<file path="src/rtl/rfm_pkg.sv">
// Shared definitions for the RFM activation-counter path: sequencer states and
// the counter/entry widths that cnt_cam and its controller must agree on.
package rfm_pkg;

    localparam int RFM_WORD_SIZE   = 16;
    localparam int RFM_ENTRY_WIDTH = 7;

    typedef enum logic [3:0] {
        INIT,
        IDLE,
        CLEAR,
        ACT_RD,
        ACT_WR,
        MAX,
        MAX_CAP,
        SEARCH,
        VCLR,
        DONE
    } state_t;

endpackage

</file>
<file path="src/rtl/rfm_cnt_ctrl.sv">
// Sequencer owning the cnt_cam port: activate-increment, RFM victim select/clear, table clear.
// Latency: increment ready again 3 cycles after accept; rfm_done 8 cycles after accept (7 without a victim).
// Backpressure: readies only in IDLE, priority clr_req > rfm > act, stalled never dropped; RFM_CNT_HALVE_EN decays the victim to max/2.
module rfm_cnt_ctrl
    import rfm_pkg::*;
#(
    parameter int                   WORD_SIZE   = RFM_WORD_SIZE,
    parameter int                   ENTRY_WIDTH = RFM_ENTRY_WIDTH,
    parameter logic [WORD_SIZE-1:0] ALERT_TH    = WORD_SIZE'(1024)
) (
    input  logic                   clk,
    input  logic                   rstn,
    input  logic                   act_valid,
    input  logic [ENTRY_WIDTH-1:0] act_entry,
    output logic                   act_ready,
    input  logic                   rfm_valid,
    output logic                   rfm_ready,
    output logic                   rfm_done,
    output logic                   victim_found,
    output logic [ENTRY_WIDTH-1:0] victim_entry,
    output logic [WORD_SIZE-1:0]   victim_count,
    input  logic                   clr_req,
    output logic                   rfm_alert,
    output logic [WORD_SIZE-1:0]   cam_data_in,
    output logic [ENTRY_WIDTH-1:0] cam_addr_in,
    output logic                   cam_read_en,
    output logic                   cam_write_en,
    output logic                   cam_search_en,
    output logic                   cam_reset,
    output logic                   cam_max_en,
    input  logic [WORD_SIZE-1:0]   cam_data_out,
    input  logic [ENTRY_WIDTH-1:0] cam_addr_out,
    input  logic                   cam_match,
    input  logic [WORD_SIZE-1:0]   cam_max
);

    state_t                 state;
    logic [1:0]             scan;
    logic                   idle_q;
    logic [ENTRY_WIDTH-1:0] entry_q;
    logic [WORD_SIZE-1:0]   cnt_q;
    logic [WORD_SIZE-1:0]   max_q;
    logic [ENTRY_WIDTH-1:0] addr_q;
    logic                   match_q;

    logic [WORD_SIZE-1:0]   inc;
    logic [WORD_SIZE-1:0]   clr_val;
    logic                   hit;
    logic                   fin;
    logic                   fin_match;
    logic [ENTRY_WIDTH-1:0] fin_addr;

    assign rfm_ready = idle_q & ~clr_req;
    assign act_ready = idle_q & ~clr_req & ~rfm_valid;

    assign inc = (&cam_data_out) ? cam_data_out : cam_data_out + WORD_SIZE'(1);

`ifdef RFM_CNT_HALVE_EN
    assign clr_val = max_q >> 1;
`else
    assign clr_val = '0;
`endif

    // A zero maximum means an empty table: nothing to clear, nothing to report.
    assign hit       = (max_q != '0) && cam_match;
    assign fin       = (state == VCLR) || ((state == SEARCH) && !hit);
    assign fin_match = (state == VCLR) ? match_q : cam_match;
    assign fin_addr  = (state == VCLR) ? addr_q  : cam_addr_out;

    always_ff @(posedge clk or negedge rstn) begin
        if (!rstn) begin
            state         <= INIT;
            scan          <= '0;
            idle_q        <= 1'b0;
            entry_q       <= '0;
            cnt_q         <= '0;
            max_q         <= '0;
            addr_q        <= '0;
            match_q       <= 1'b0;
            rfm_done      <= 1'b0;
            victim_found  <= 1'b0;
            victim_entry  <= '0;
            victim_count  <= '0;
            rfm_alert     <= 1'b0;
            cam_data_in   <= '0;
            cam_addr_in   <= '0;
            cam_read_en   <= 1'b0;
            cam_write_en  <= 1'b0;
            cam_search_en <= 1'b0;
            cam_reset     <= 1'b0;
            cam_max_en    <= 1'b0;
        end else begin
            cam_read_en   <= 1'b0;
            cam_write_en  <= 1'b0;
            cam_search_en <= 1'b0;
            cam_reset     <= 1'b0;
            cam_max_en    <= 1'b0;
            cam_addr_in   <= '0;
            cam_data_in   <= '0;
            rfm_done      <= 1'b0;

            case (state)
                // CAM contents survive rstn; the single cam_reset cycle here is what zeroes them.
                INIT: begin
                    if (!cam_reset) begin
                        cam_reset <= 1'b1;
                    end else begin
                        state  <= IDLE;
                        idle_q <= 1'b1;
                    end
                end
                IDLE: begin
                    if (clr_req) begin
                        state     <= CLEAR;
                        cam_reset <= 1'b1;
                        rfm_alert <= 1'b0;
                        idle_q    <= 1'b0;
                    end else if (rfm_valid) begin
                        state      <= MAX;
                        scan       <= '0;
                        cam_max_en <= 1'b1;
                        idle_q     <= 1'b0;
                    end else if (act_valid) begin
                        state       <= ACT_RD;
                        entry_q     <= act_entry;
                        cam_read_en <= 1'b1;
                        cam_addr_in <= act_entry;
                        idle_q      <= 1'b0;
                    end
                end
                CLEAR: begin
                    state  <= IDLE;
                    idle_q <= 1'b1;
                end
                ACT_RD: begin
                    cnt_q        <= inc;
                    cam_write_en <= 1'b1;
                    cam_addr_in  <= entry_q;
                    cam_data_in  <= inc;
                    state        <= ACT_WR;
                end
                ACT_WR: begin
                    if (cnt_q >= ALERT_TH) rfm_alert <= 1'b1;
                    state  <= IDLE;
                    idle_q <= 1'b1;
                end
                MAX: begin
                    scan <= scan + 2'd1;
                    if (scan == 2'd3) state <= MAX_CAP;
                    else              cam_max_en <= 1'b1;
                end
                MAX_CAP: begin
                    max_q         <= cam_max;
                    cam_search_en <= 1'b1;
                    cam_data_in   <= cam_max;
                    state         <= SEARCH;
                end
                SEARCH: begin
                    addr_q  <= cam_addr_out;
                    match_q <= cam_match;
                    if (hit) begin
                        state        <= VCLR;
                        cam_write_en <= 1'b1;
                        cam_addr_in  <= cam_addr_out;
                        cam_data_in  <= clr_val;
                    end
                end
                VCLR: ;
                DONE: begin
                    state  <= IDLE;
                    idle_q <= 1'b1;
                end
                default: state <= INIT;
            endcase

            if (fin) begin
                state        <= DONE;
                rfm_done     <= 1'b1;
                victim_found <= (max_q != '0) && fin_match;
                victim_entry <= fin_addr;
                victim_count <= max_q;
                rfm_alert    <= 1'b0;
            end
        end
    end

endmodule

</file>
<file path="config.mk">
export PLATFORM = sky130hd
export DESIGN_NAME = rfm_cnt_ctrl
export DESIGN_NICKNAME = d
export VERILOG_FILES = /design/src/rtl/rfm_pkg.sv /design/src/rtl/rfm_cnt_ctrl.sv
export SDC_FILE = /design/constraint.sdc
export NUM_CORES = 1
export LEC_CHECK = 0
export CORE_UTILIZATION = 49
export CTS_CLUSTER_DIAMETER = 80
export DETAILED_ROUTE_END_ITERATION = 8
export HOLD_SLACK_MARGIN = 0.06
export PLACE_DENSITY_LB_ADDON = 0.08
export RECOVER_POWER = 50
export SYNTH_ARGS = -nofsm -noshare
export SYNTH_HDL_FRONTEND = slang
export SYNTH_SLANG_ARGS = --single-unit
</file>
<file path="constraint.sdc">
create_clock -name clk -period 2.2 [get_ports clk]
set_clock_uncertainty 0.15 [all_clocks]
set_input_delay 0.33 -clock clk [delete_from_list [all_inputs] [get_ports clk]]
set_output_delay 0.33 -clock clk [all_outputs]
set_load 0.005 [all_outputs]
</file>
==> results of run 1 <==
[state kept, by name, summed over array words and instances (netlist names), 6 cells and up]
signal and cells:
max_q 16, victim_count 16, addr_q 7, entry_q 7, victim_entry 7, cnt_q 6, cam_addr_in 7, cam_data_in 16
[cells in the mapped netlist, drive strengths merged, types with 5 or more instances]
cell     n  area (µm²)
dfrtp   98        2450
nor3    18        90.1
nand3   10        50.1
inv     10        37.5
nor4     9        56.3
o22ai    7        43.8
buf     12        90.1
mux2    23         285
a222oi   7        70.1
a31oi    5        31.3
nor2    30         131
o21ai   17        85.1
xor2     7        61.3
nand2   98         368
a21oi   12        60.1
clkbuf  10        37.5
[routing by layer]
layer	up-vias	routed length [µm]	global-route usage, %
li1	1787	-	-
met1	1867	4990	32.6
met2	114	5660	41.8
met3	10	455	4.41
met4	0	138	8.04
met5	-	0	0
[power groups by stage]
stage | registers [mW] | logic (mW) | clock network, mW
after floorplan | 2.92 | 1.31 | 0
after global placement | 2.99 | 2.47 | 0
after detailed placement | 3.02 | 2.54 | 0
after CTS | 3.02 | 2.58 | 1.36
after global routing | 3.13 | 2.87 | 1.43
final | 3.03 | 2.60 | 1.33
[metrics by stage]
step	instances	worst slack (ps)	power [mW]	hold WS, ps	TNS (ps)
floorplan	426	257	4.23	-116	0
global placement	668	-99.1	5.46	188	-2050
detailed placement	668	-167	5.56	195	-2740
CTS	685	10.9	6.96	337	0
global route	688	-44.7	7.43	370	-460
finish	688	68.2	6.96	334	0
[layout make-up]
type | count | area, µm² | share of cell area (%)
multi-input cells | 295 | 1850 | 29.8
flip-flops and latches | 98 | 2450 | 39.5
well taps | 108 | 135 | 2.17
repair buffers | 160 | 1500 | 24.2
inverters | 11 | 45.0 | 0.725
clock inverters | 7 | 109 | 1.75
clock buffers | 9 | 124 | 1.99
[worst register-to-register path, delay by kind of cell, from the launching register on]
| family | cells | cell delay, ps |
|---|---|---|
| AO/OA/AOI/OAI | 1 | 190 |
| AND/OR/NAND/NOR | 3 | 640 |
| multiplexers | 1 | 330 |
| buffers and inverters | 2 | 290 |
| flip-flops | 1 | 420 |
[repair_timing]
| action | CTS | global route |
|---|---|---|
| hold buffers | 1 | 0 |
| endpoints found under the setup margin | 23 | 27 |
| pin swaps | 0 | 5 |
| resized for setup | 5 | 5 |
| hold endpoints to repair | 37 | 0 |
| cloned | 0 | 1 |
| buffers inserted | 0 | 2 |
[path summary, 6_finish.rpt]
kind                                       start                     endpoint  slack [ps]  cells after the start
max                         max_q[6]$_DFFE_PN0P_  victim_count[7]$_DFFE_PN0P_          70                      7
min                        addr_q[2]$_DFFE_PN0N_        addr_q[2]$_DFFE_PN0N_         330                      2
max reg2reg                 max_q[6]$_DFFE_PN0P_  victim_count[7]$_DFFE_PN0P_          70                      7
min reg2reg                addr_q[2]$_DFFE_PN0N_        addr_q[2]$_DFFE_PN0N_         330                      2
max in group asynchronous                   rstn         max_q[0]$_DFFE_PN0P_         400                      3
min in group asynchronous                   rstn  victim_entry[3]$_DFFE_PN0P_         520                      2
[logic make-up after synthesis]
| kind of cell | after synthesis |
|---|---|
| buf+inv | 33 |
| mux | 24 |
| xor+xnor | 9 |
| fa+ha+maj | 2 |
| compound gates | 65 |
| flops | 98 |
| simple gates | 195 |
==> flow_summary.toml, run 1 <==
[worst_setup_path]
max_stage_delay_ps = 420
crit_chain = "nor4_4 -> buf_4 -> nand4_1 -> a21oi_2 -> or2_4 -> buf_12 -> mux2_2"
crit_path_start_kind = "flip-flop"
crit_type = "reg -> reg"
path_max_fanout = 9
cp-end-kind = "flip-flop"
critPathSlowestCell = "dfrtp_1"
path_buf_inv = 2
cp.required_ps = 2290
critical_path_arrival_ps = 2220
cp_top_family = "simple AND/OR/NAND/NOR gates"

[detailed_routing]
first_iter_violations = 172
wl_um = 11200
ant_nets = 0
drtPass1Iterations = 5
detail_route.wl_per_cell_um = 16.3
route.vias.total = 3778
via_per_inst = 5.49
drcViolationCount = 0

[logic_synthesis]
syn_area_mm2 = 0.00442
synthMuxAreaShare_pct = 6.68
synth_xor_area_share_pct = 1.78
synth.avg_cell_area_um2 = 10.4
synth_compound_area_share_pct = 9.68
synth_top_family_by_area = "simple AND/OR/NAND/NOR gates"
synth_edf_count = 0
synthAdderAreaFrac_pct = 0.566
synth_nets = 480
synth_seq_area_share_pct = 55.5
synth-seq-cells = 98
yosys.area_share.simple_pct = 22.0
yosys_warnings = 0
ys.flop_type = "dfrtp_1"
syn_inst = 426
synth_async_sr_flop_share_pct = 100
synth_cell_types = 53

[clocking]
clk_pin_slew_ps = 100
clock_path_buffers = 2
cts_made_buffers = 9
clock_sinks = 98
clk_latency_ps = 360
htreeDepth = 3
cts_tree = "built"
cts_root_buf = "clkbuf_8"

[global_routing]
grt_pass1_wl_um = 18600
grt-ovfl-total = 0
grt_pass1_vias = 3852
grt_usage_pct = 24.8
grt_max_degree = 44
antenna_found_initial = 0

[power_and_ir_drop]
p_comb_share_pct = 37.3
p_sw_share_pct = 32.6
power_density_mw_per_mm2 = 1120
p_seq_share_pct = 43.5
clkPwrFrac_pct = 19.1
switchingPower_mw = 2.27
cell_internal_pwr_mw = 4.70
irDropWorstVdd_v = 0.000669
leakage_nw = 2.90

[floorplan]
initial_core_util_pct = 50.7
num_rows = 34
core_mm2 = 0.00872
dieHeight_um = 97.0
fp.dieW_um = 97.0
fp.dieArea_mm2 = 0.00941
ios = 108

[sta]
tightest_slew_ps = 1020
setup_violations = 0
slew_viol_final = 0
relSlewSlack_pct = 32.1
fmax_mhz = 469
fin_crit_sh_pct = 96.9
layout_min_cycle_time_ps = 2130
rsz0062_at_grt = "yes"
hold_violations = 0

[worst_hold_path]
hp-class = "reg -> reg"

[placed_design]
gp_congestion = 0.937
numPortBuffers = 107
hpwl_um = 8220
place_area_mm2 = 0.00589

[cells_and_area]
diodes = 0
drive_above_1_share_pct = 18.8
utilization_pct = 71.3
design_area_mm2 = 0.00622
fillCellCount = 688
nets = 629
final_cell_mix = "clkdlybuf4s50_1 (106), nand2_1 (98), dfrtp_1 (98), buf_4 (46), nor2_1 (28)"
syn2layout_area_growth_pct = 40.6
final_common_cell = "clkdlybuf4s50_1"

[job]
max_cap_violations = 0

[status]
status = "finished clean"
Note: power is estimated with default switching activity, not from simulation.
==> run 2, diff against run 1 <==
HOLD_SLACK_MARGIN = not set   (was 0.06)
==> results of run 2 <==
Final layout, timing and power as in run 1 (identical DEF).
